`src/rtl/kinase_ctrl_sequencer.sv`:
```
// kinase_ctrl_sequencer: valve-mask / settle / peristaltic pump / dwell step sequencer (optional PUMP_REVERSE_EN adds cmd_reverse)
module kinase_ctrl_sequencer #(
  parameter int PHASE_CYCLES  = 1000,
  parameter int SETTLE_CYCLES = 5000,
  parameter int CYC_W         = 8,
  parameter int DWELL_W       = 16
) (
  input  logic               clk,
  input  logic               rst,
  input  logic               cmd_valid,
  output logic               cmd_ready,
  input  logic [16:0]        cmd_valves,
  input  logic [1:0]         cmd_pump,
  input  logic [CYC_W-1:0]   cmd_cycles,
  input  logic [DWELL_W-1:0] cmd_dwell,
`ifdef PUMP_REVERSE_EN
  input  logic               cmd_reverse,
`endif
  input  logic               abort,
  output logic               busy,
  output logic               done,
  output logic               aborted,
  output logic [CYC_W-1:0]   cycles_done,
  output logic [12:0]        ctrl_a,
  output logic [3:0]         ctrl_s,
  output logic [2:0]         pump_a,
  output logic [1:0]         pump_b
);
  localparam logic [2:0] IDLE   = 3'd0;
  localparam logic [2:0] SETTLE = 3'd1;
  localparam logic [2:0] PUMP   = 3'd2;
  localparam logic [2:0] DWELL  = 3'd3;
  localparam logic [2:0] DONE   = 3'd4;
  localparam logic [2:0] ABORT  = 3'd5;
  localparam int SW  = $clog2(SETTLE_CYCLES + 1);
  localparam int PW  = $clog2(PHASE_CYCLES + 1);
  localparam int TW0 = SW > PW ? SW : PW;
  localparam int TW  = TW0 > DWELL_W ? TW0 : DWELL_W;
  // phase tables packed p5..p0, so phase p lives at bit offset width*p
  localparam logic [17:0] TAB_A = {3'b010, 3'b110, 3'b100, 3'b101, 3'b001, 3'b011};
  localparam logic [11:0] TAB_B = {2'b11, 2'b10, 2'b10, 2'b11, 2'b01, 2'b01};
  logic [2:0]         state_q, state_d, p_q, p_d;
  logic [TW-1:0]      cnt_q, cnt_d;
  logic [CYC_W-1:0]   cyc_q, cyc_d, cyc_inc, ncyc_q;
  logic [1:0]         pump_q;
  logic [DWELL_W-1:0] dwell_q;
  logic [16:0]        ctrl_q;
  logic [2:0]         pa_q;
  logic [1:0]         pb_q;
  logic               ready_q, busy_q, done_q, ab_q;
  logic               rev, accept, go_pump;
  logic [2:0]         after_pump, p_first, p_last;
`ifdef PUMP_REVERSE_EN
  logic rev_q;
  // direction is latched with the rest of the command
  always_ff @(posedge clk)
    if (rst) rev_q <= 1'b0;
    else if (accept) rev_q <= cmd_reverse;
  assign rev = rev_q;
`else
  assign rev = 1'b0;
`endif
  assign accept     = state_q == IDLE && cmd_valid;
  assign go_pump    = pump_q != 2'b00 && ncyc_q != '0;
  assign after_pump = dwell_q != '0 ? DWELL : DONE;
  assign p_first    = rev ? 3'd5 : 3'd0;
  assign p_last     = rev ? 3'd0 : 3'd5;
  assign cyc_inc    = cyc_q + CYC_W'(1);
  // step FSM: a single down-counter times settle, each phase and the dwell
  always_comb begin
    state_d = state_q;
    cnt_d   = cnt_q - TW'(1);
    p_d     = p_q;
    cyc_d   = cyc_q;
    if (state_q != IDLE && abort) state_d = ABORT;
    else case (state_q)
      IDLE: if (cmd_valid) begin
        state_d = SETTLE;
        cnt_d   = TW'(SETTLE_CYCLES - 1);
        cyc_d   = '0;
      end
      SETTLE: if (cnt_q == '0) begin
        state_d = go_pump ? PUMP : after_pump;
        cnt_d   = go_pump ? TW'(PHASE_CYCLES - 1) : TW'(dwell_q) - TW'(1);
        p_d     = p_first;
      end
      PUMP: if (cnt_q == '0) begin
        cnt_d = TW'(PHASE_CYCLES - 1);
        p_d   = rev ? p_q - 3'd1 : p_q + 3'd1;
        if (p_q == p_last) begin
          cyc_d = cyc_inc;
          p_d   = p_first;
          if (cyc_inc == ncyc_q) begin
            state_d = after_pump;
            cnt_d   = TW'(dwell_q) - TW'(1);
          end
        end
      end
      DWELL: if (cnt_q == '0) state_d = DONE;
      default: state_d = IDLE;
    endcase
  end
  // state, command latch and registered outputs derived from the next state
  always_ff @(posedge clk) begin
    if (rst) begin
      state_q <= IDLE;
      cnt_q   <= '0;
      p_q     <= '0;
      cyc_q   <= '0;
      pump_q  <= '0;
      ncyc_q  <= '0;
      dwell_q <= '0;
      ctrl_q  <= '1;
      pa_q    <= '1;
      pb_q    <= '1;
      ready_q <= 1'b1;
      busy_q  <= 1'b0;
      done_q  <= 1'b0;
      ab_q    <= 1'b0;
    end else begin
      state_q <= state_d;
      cnt_q   <= cnt_d;
      p_q     <= p_d;
      cyc_q   <= cyc_d;
      if (accept) begin
        pump_q  <= cmd_pump;
        ncyc_q  <= cmd_cycles;
        dwell_q <= cmd_dwell;
      end
      ctrl_q  <= accept ? cmd_valves : state_d == ABORT ? '1 : ctrl_q;
      pa_q    <= state_d == PUMP && pump_q[0] ? TAB_A[3*p_d +: 3] : 3'b111;
      pb_q    <= state_d == PUMP && pump_q[1] ? TAB_B[2*p_d +: 2] : 2'b11;
      ready_q <= state_d == IDLE;
      busy_q  <= state_d == SETTLE || state_d == PUMP || state_d == DWELL;
      done_q  <= state_d == DONE;
      ab_q    <= state_d == ABORT;
    end
  end
  assign cmd_ready   = ready_q;
  assign busy        = busy_q;
  assign done        = done_q;
  assign aborted     = ab_q;
  assign cycles_done = cyc_q;
  assign ctrl_a      = ctrl_q[12:0];
  assign ctrl_s      = ctrl_q[16:13];
  assign pump_a      = pa_q;
  assign pump_b      = pb_q;
endmodule

```
`config.mk`:
```
export PLATFORM = sky130hd
export DESIGN_NAME = kinase_ctrl_sequencer
export DESIGN_NICKNAME = d
export VERILOG_FILES = /design/src/rtl/kinase_ctrl_sequencer.sv
export SDC_FILE = /design/constraint.sdc
export NUM_CORES = 1
export LEC_CHECK = 0
export CAP_MARGIN = 15
export CORE_ASPECT_RATIO = 1.1
export CORE_UTILIZATION = 52
export CTS_BUF_LIST = sky130_fd_sc_hd__clkbuf_16
export DETAILED_ROUTE_END_ITERATION = 10
export GPL_TIMING_DRIVEN = 0
export MAX_ROUTING_LAYER = met4
export PLACE_DENSITY_LB_ADDON = 0.1
export REMOVE_ABC_BUFFERS = 1
export SYNTH_ARGS = -nofsm -noshare
export SYNTH_HDL_FRONTEND = slang
export SYNTH_SLANG_ARGS = --single-unit
```
`constraint.sdc`:
```
create_clock -name clk -period 3.5 [get_ports clk]
set_input_delay 1.05 -clock clk [delete_from_list [all_inputs] [get_ports clk]]
set_output_delay 1.05 -clock clk [all_outputs]
set_load 0.02 [all_outputs]
```
[After elaboration in Yosys (flattened, before gate mapping)]
Index checks and enable logic that the tools add are counted.
Operators by class
  $add $sub $neg: 4
  multipliers: 1
  equal/unequal tests: 13
  shift operators: 2
  mux-type cells: 29
  bitwise logic cells: 3
  reductions and logical operators: 19
Operators with widths (count)
  two-way mux 16 bit: 7
  case mux 16 bit (3 select lines): 1
  two-way mux 3 bit: 13
  two-way mux 17 bit: 2
  subtractor 16 x 1 -> 16 bit, second input constant: 2
  two-way mux 8 bit: 3
  variable part select 18 x 6 -> 3 bit, first input constant: 1
  logical NOT 16 bit: 1
  case mux 8 bit (2 select lines): 1
  nonzero test 16 bit: 1
  equality test 3 x 2 -> 1 bit, second input constant: 4
  case mux 3 bit (4 select lines): 1
  variable part select 12 x 5 -> 2 bit, first input constant: 1
  equality test 3 bit, second input constant: 3
  adder 8 x 1 -> 8 bit, second input constant: 1
  equality test 8 bit: 1
  nonzero test 8 bit: 1
  equality test 3 x 1 -> 1 bit, second input constant: 2
  logical NOT 3 bit: 2
  inequality test 2 bit, second input constant: 3
  case mux 3 bit (2 select lines): 1
  nonzero test 2 bit: 3
  logical AND 1 bit: 5
  multiplier 2 x 3 -> 5 bit, first input constant: 1
  6 further kinds: 10
Word-level totals
  register bits: 82
  input port bits: 47
  output and inout port bits: 34

[Logic depth before layout (Yosys ltp)]
  word-level depth: 11
  mapped depth: 10
  depth with buffers taken out: 9

[Least setup slack after synthesis]
Ideal clock, no wire load.
  kind: reg-to-reg
  start point: reg cyc_q[0], in the netlist cycles_done[0]
  end point: reg done_q, in the netlist done
  library setup time: 114 ps
  data arrival time: 2557 ps
  data required time: 3386 ps
  slack: 828 ps
  cell stages (with the launch flop): 10
  cells stage by stage: dfxtp_1 -> ha_1 -> clkbuf_1 -> xor3_1 -> nor4_1 -> nand4bb_1 -> or2_1 -> o41ai_2 -> a21oi_1 -> a2111oi_0
Between the ends
  longest elaborated chain between the ends: 8
Ends and longest elaborated chain
  from (decl): line 44  | logic [CYC_W-1:0] cyc_q, cyc_d, cyc_inc, ncyc_q;
  from (signal assigned): line 124  | cyc_q <= cyc_d;
  adder 8 x 1 -> 8 bit: line 68  | assign cyc_inc = cyc_q + CYC_W'(1);
  equality test 8 bit: line 93  | if (cyc_inc == ncyc_q) begin
  two-way mux 3 bit: line 93
  two-way mux 3 bit: line 90  | if (p_q == p_last) begin
  two-way mux 3 bit: line 87  | PUMP: if (cnt_q == '0) begin
  case mux 3 bit (4 select lines): line 76  | else case (state_q)
  two-way mux 3 bit: line 75  | if (state_q != IDLE && abort) state_d = ABORT;
  equality test 3 bit: line 135  | done_q <= state_d == DONE;
  to (signal assigned): line 118  | done_q <= 1'b0;
  to (signal assigned): line 135
  to (decl): line 50  | logic ready_q, busy_q, done_q, ab_q;
No other way between the ends.
A chain may end at the register's enable or synchronous reset.

[Worst setup path in the final report]
  start point: in cmd_valid
  end point: reg pa_q[2], in the netlist pump_a[2]
Between the ends
  longest elaborated chain between the ends: 7
Ends and longest elaborated chain
  from (decl): line 10  | input logic cmd_valid,
  two-way mux 3 bit: line 77  | IDLE: if (cmd_valid) begin
  case mux 3 bit (4 select lines): line 76
  two-way mux 3 bit: line 75
  equality test 3 x 2 -> 1 bit: line 131  | pa_q <= state_d == PUMP && pump_q[0] ? TAB_A[3*p_d +: 3] : 3'b111;
  logical AND 1 bit: line 131
  inverter 1 bit (no source line)
  OR reduction 2 bit (no source line)
  to (signal assigned): line 131
  to (decl): line 48  | logic [2:0] pa_q;
No other way between the ends.

==> impl_metrics.prom <==
# TYPE chip_impl_metric gauge
chip_impl_info{name="status",value="finished clean"} 1
chip_impl_metric{name="period_share",unit="%"} 96.1
chip_impl_metric{name="tritoncts_num_sinks",unit=""} 82
chip_impl_metric{name="final_antenna_net_count",unit=""} 0
chip_impl_info{name="worstSetupStartpointType",value="primary input"} 1
chip_impl_metric{name="grt_first_pass_wirelength",unit="µm"} 18500
chip_impl_metric{name="avgRoutedWirePerCell",unit="µm"} 15.3
chip_impl_metric{name="worst_slew_pin_slew",unit="ns"} 0.974
chip_impl_metric{name="clk_path_buf_depth",unit=""} 2
chip_impl_metric{name="gr-usage-all-layers",unit="%"} 28.0
chip_impl_metric{name="holdBufCountCts",unit=""} 0
chip_impl_metric{name="critical_path_required",unit="ns"} 3.71
chip_impl_metric{name="synth_seq_cells",unit=""} 82
chip_impl_metric{name="drc_errors",unit=""} 0
chip_impl_info{name="cts_root_buf",value="sky130_fd_sc_hd__clkbuf_16"} 1
chip_impl_metric{name="die_width",unit="µm"} 88.4
chip_impl_info{name="hold_path.class",value="register to register"} 1
chip_impl_metric{name="timing_hold_violations_final",unit=""} 0
chip_impl_metric{name="detailedRoute.firstIterationViolations",unit=""} 365
chip_impl_metric{name="layout.filler_cells",unit=""} 711
chip_impl_metric{name="worstPathMaxFanout",unit=""} 48
chip_impl_metric{name="peakVddDrop",unit="mV"} 0.401
chip_impl_info{name="synth_ff_type",value="sky130_fd_sc_hd__dfxtp_1"} 1
chip_impl_metric{name="dpl.hpwl",unit="µm"} 7740
chip_impl_metric{name="worstSkewPairLatency",unit="ns"} 0.34
chip_impl_metric{name="h-tree-depth",unit=""} 3
chip_impl_metric{name="fin_hold_ws",unit="ns"} 0.481
chip_impl_metric{name="portBuffers",unit=""} 80
chip_impl_metric{name="chipHeight",unit="µm"} 97.1
chip_impl_metric{name="asyncSetResetFlopFracSynth",unit="%"} 0
chip_impl_metric{name="pin_count",unit=""} 81
chip_impl_metric{name="cts.repair_timing.setup_buffer_count",unit=""} 0
chip_impl_metric{name="synth_seq_area_share",unit="%"} 38.4
chip_impl_metric{name="postSynthCellCount",unit=""} 553
chip_impl_metric{name="power.density_cell_area",unit="mW/mm²"} 720
chip_impl_metric{name="start_util",unit="%"} 53.7
chip_impl_metric{name="number_of_cts_inserted_buffers",unit=""} 9
chip_impl_metric{name="areaGrowthSynthToFinish",unit="%"} 26.6
chip_impl_metric{name="setup_violations",unit=""} 0
chip_impl_metric{name="pre_cts_ws",unit="ns"} -0.477
chip_impl_metric{name="grt_start_max_net_pins",unit=""} 49
chip_impl_metric{name="drv.max_cap_violation_count",unit=""} 0
chip_impl_metric{name="finalMaxSlewViolations",unit=""} 0
chip_impl_metric{name="sequential_cell_area",unit="mm²"} 0.00164
chip_impl_info{name="cts_tree",value="done"} 1
chip_impl_metric{name="routed_wl",unit="µm"} 11100
chip_impl_metric{name="finish.net_count",unit=""} 665
chip_impl_metric{name="gp_congestion",unit=""} 0.952
chip_impl_metric{name="netlist-cell-type-count",unit=""} 58
chip_impl_metric{name="max_clock_freq",unit="MHz"} 297
chip_impl_metric{name="avgSynthCellArea",unit="µm²"} 7.73
chip_impl_metric{name="dpl-instance-area",unit="mm²"} 0.00511
chip_impl_metric{name="dp.cells",unit=""} 712
chip_impl_metric{name="num_rows",unit=""} 34
chip_impl_info{name="timing.setup.critical_path_class",value="primary input to register"} 1
chip_impl_metric{name="synth_enable_flop_cells",unit=""} 0
chip_impl_metric{name="mappedNetlistArea",unit="mm²"} 0.00427
chip_impl_metric{name="power_leakage",unit="nW"} 1.98
chip_impl_metric{name="design.die.area",unit="mm²"} 0.00858
chip_impl_metric{name="antenna_cells",unit=""} 0
chip_impl_metric{name="ys_warn_count",unit=""} 0
chip_impl_metric{name="number_of_antenna_violations_at_the_first_check_in_global_routing",unit=""} 0
chip_impl_metric{name="final_cell_count_no_fill",unit=""} 728
chip_impl_metric{name="cp_data_arrival_time",unit="ns"} 3.57
chip_impl_metric{name="via_to_cell_ratio",unit=""} 5.78
chip_impl_info{name="setup.worst_path.end_class",value="register"} 1
chip_impl_metric{name="vias_in_the_first_global_route",unit=""} 3866
chip_impl_metric{name="route.vias.total",unit=""} 4206
chip_impl_metric{name="coreArea",unit="mm²"} 0.00796
chip_impl_metric{name="final_period_minus_worst_setup_slack",unit="ns"} 3.36
chip_impl_metric{name="fin_worst_skew",unit="ns"} 0.00854
chip_impl_metric{name="detailedRoute.firstPassIterationCount",unit=""} 5
chip_impl_metric{name="final.setup.tns",unit="ns"} 0
chip_impl_metric{name="overflow",unit=""} 0
chip_impl_metric{name="cts_resized",unit=""} 1
chip_impl_metric{name="design_area",unit="mm²"} 0.00541
chip_impl_metric{name="final.setup.worst_slack",unit="ns"} 0.138
chip_impl_metric{name="cts.reportedPaths.clkPinSlew",unit="ns"} 0.07
chip_impl_metric{name="share_of_cells_above_drive_strength_1",unit="%"} 5.32
chip_impl_info{name="grt_setup_unrepaired",value="false"} 1
chip_impl_metric{name="multi_input_area",unit="mm²"} 0.00248
chip_impl_metric{name="slew_headroom",unit="%"} 34.4
[sequential cells by signal, indices dropped and copies added, names as in the netlist]
register	flops
aborted	1
busy	1
cmd_ready	1
cnt_q	16
ctrl_q	17
cycles_done	8
done	1
dwell_q	16
ncyc_q	8
p_q	3
pump_a	3
pump_b	2
pump_q	2
state_q	3
[Yosys cell counts (4+ instances only)]
master                      n  area (µm²)
sky130_fd_sc_hd__a211oi_1   5        37.5
sky130_fd_sc_hd__a21oi_1   51         255
sky130_fd_sc_hd__a221oi_1   5        43.8
sky130_fd_sc_hd__a31oi_1    4        25.0
sky130_fd_sc_hd__buf_1      5        18.8
sky130_fd_sc_hd__clkbuf_1  23        86.3
sky130_fd_sc_hd__dfxtp_1   82        1640
sky130_fd_sc_hd__inv_1      9        33.8
sky130_fd_sc_hd__nand2_1   87         327
sky130_fd_sc_hd__nand2b_1   5        31.3
sky130_fd_sc_hd__nand3_1    7        35.0
sky130_fd_sc_hd__nand3b_1   5        37.5
sky130_fd_sc_hd__nor2_1    61         229
sky130_fd_sc_hd__nor2b_1    6        37.5
sky130_fd_sc_hd__nor3_1    40         200
sky130_fd_sc_hd__nor4_1     8        50.1
sky130_fd_sc_hd__o211ai_1   4        30.0
sky130_fd_sc_hd__o21ai_0   37         185
sky130_fd_sc_hd__or3_1     10        62.6
sky130_fd_sc_hd__or4_1      6        45.0
sky130_fd_sc_hd__xnor2_1   17         149
sky130_fd_sc_hd__xor2_1    18         158
[path summary, 6_finish.rpt]
check	startpoint	endpoint	slack, ns	cells after the start
worst max-delay path	cmd_valid	pump_a[2]	0.14	7
worst min register to register	pump_q[1]	pump_q[1]	0.48	2
worst min-delay path	pump_q[1]	pump_q[1]	0.48	2
worst max register to register	cnt_q[5]	pump_a[2]	0.32	7
[metal layers]
| metal | global-route usage [%] | part of all wire, % |
|---|---|---|
| met4 | 8.81 | 1.4 |
| met5 | - | 0 |
| met2 | 39.4 | 44 |
| met1 | 40.0 | 47 |
| met3 | 5.95 | 7.1 |
[cells in the final DEF, fill, tap and decap left out, types with 4 or more instances in the layout]
cell type and count:
sky130_fd_sc_hd__or3_1 10, sky130_fd_sc_hd__nor3_1 40, sky130_fd_sc_hd__nand2_1 86, sky130_fd_sc_hd__a211oi_1 5, sky130_fd_sc_hd__nor2_1 61, sky130_fd_sc_hd__clkbuf_16 9
sky130_fd_sc_hd__nand2b_1 5, sky130_fd_sc_hd__dfxtp_1 82, sky130_fd_sc_hd__nor4_1 8, sky130_fd_sc_hd__or4_1 6, sky130_fd_sc_hd__nand3_1 7, sky130_fd_sc_hd__a221oi_1 5
sky130_fd_sc_hd__xor2_1 18, sky130_fd_sc_hd__nor2b_1 6, sky130_fd_sc_hd__o211ai_1 4, sky130_fd_sc_hd__o21ai_0 37, sky130_fd_sc_hd__xnor2_1 17, sky130_fd_sc_hd__nand3b_1 5
sky130_fd_sc_hd__clkdlybuf4s50_1 79, sky130_fd_sc_hd__a21oi_1 51, sky130_fd_sc_hd__a31oi_1 4, sky130_fd_sc_hd__inv_1 10
[through the flow]
step                      power [W]  util (%)
after detailed placement    0.00294      64.2
final                       0.00389      68.0
after global placement      0.00291      64.0
after global routing        0.00415      68.0
after CTS                   0.00389      68.0
after floorplan             0.00245         -
[logic make-up after synthesis]
group	after synthesis	synth area share, %
DFF	82	38.4
AOI/OAI and AO/OA	136	20.4
xor gates and xnor gates	36	7.73
buffers and inverters	39	3.63
adders and majority gates	3	0.879
and+or+nand+nor	257	29.0
[cell type report]
type	count	area share, %
repair buffers	81	15.1
flip-flops and latches	82	30.4
inverters	9	0.625
multi-input cells	432	46.0
well taps	108	2.50
clock buffers	9	4.16
clock inverters	7	1.32
[worst max-delay path, stage by stage]
cell,delay (ns)
sky130_fd_sc_hd__clkdlybuf4s50_1,0.57
sky130_fd_sc_hd__nor2b_1,0.26
sky130_fd_sc_hd__nand2_4,0.43
sky130_fd_sc_hd__nand2_1,0.21
sky130_fd_sc_hd__a2111oi_4,0.43
sky130_fd_sc_hd__o211ai_2,0.21
sky130_fd_sc_hd__or3_1,0.40
[power breakdown]
group	internal, W	switching (W)
Sequential	0.00111	0.000188
Clock	0.000551	0.000392
Combinational	0.000646	0.00100
(Power assumes the default switching activity.)
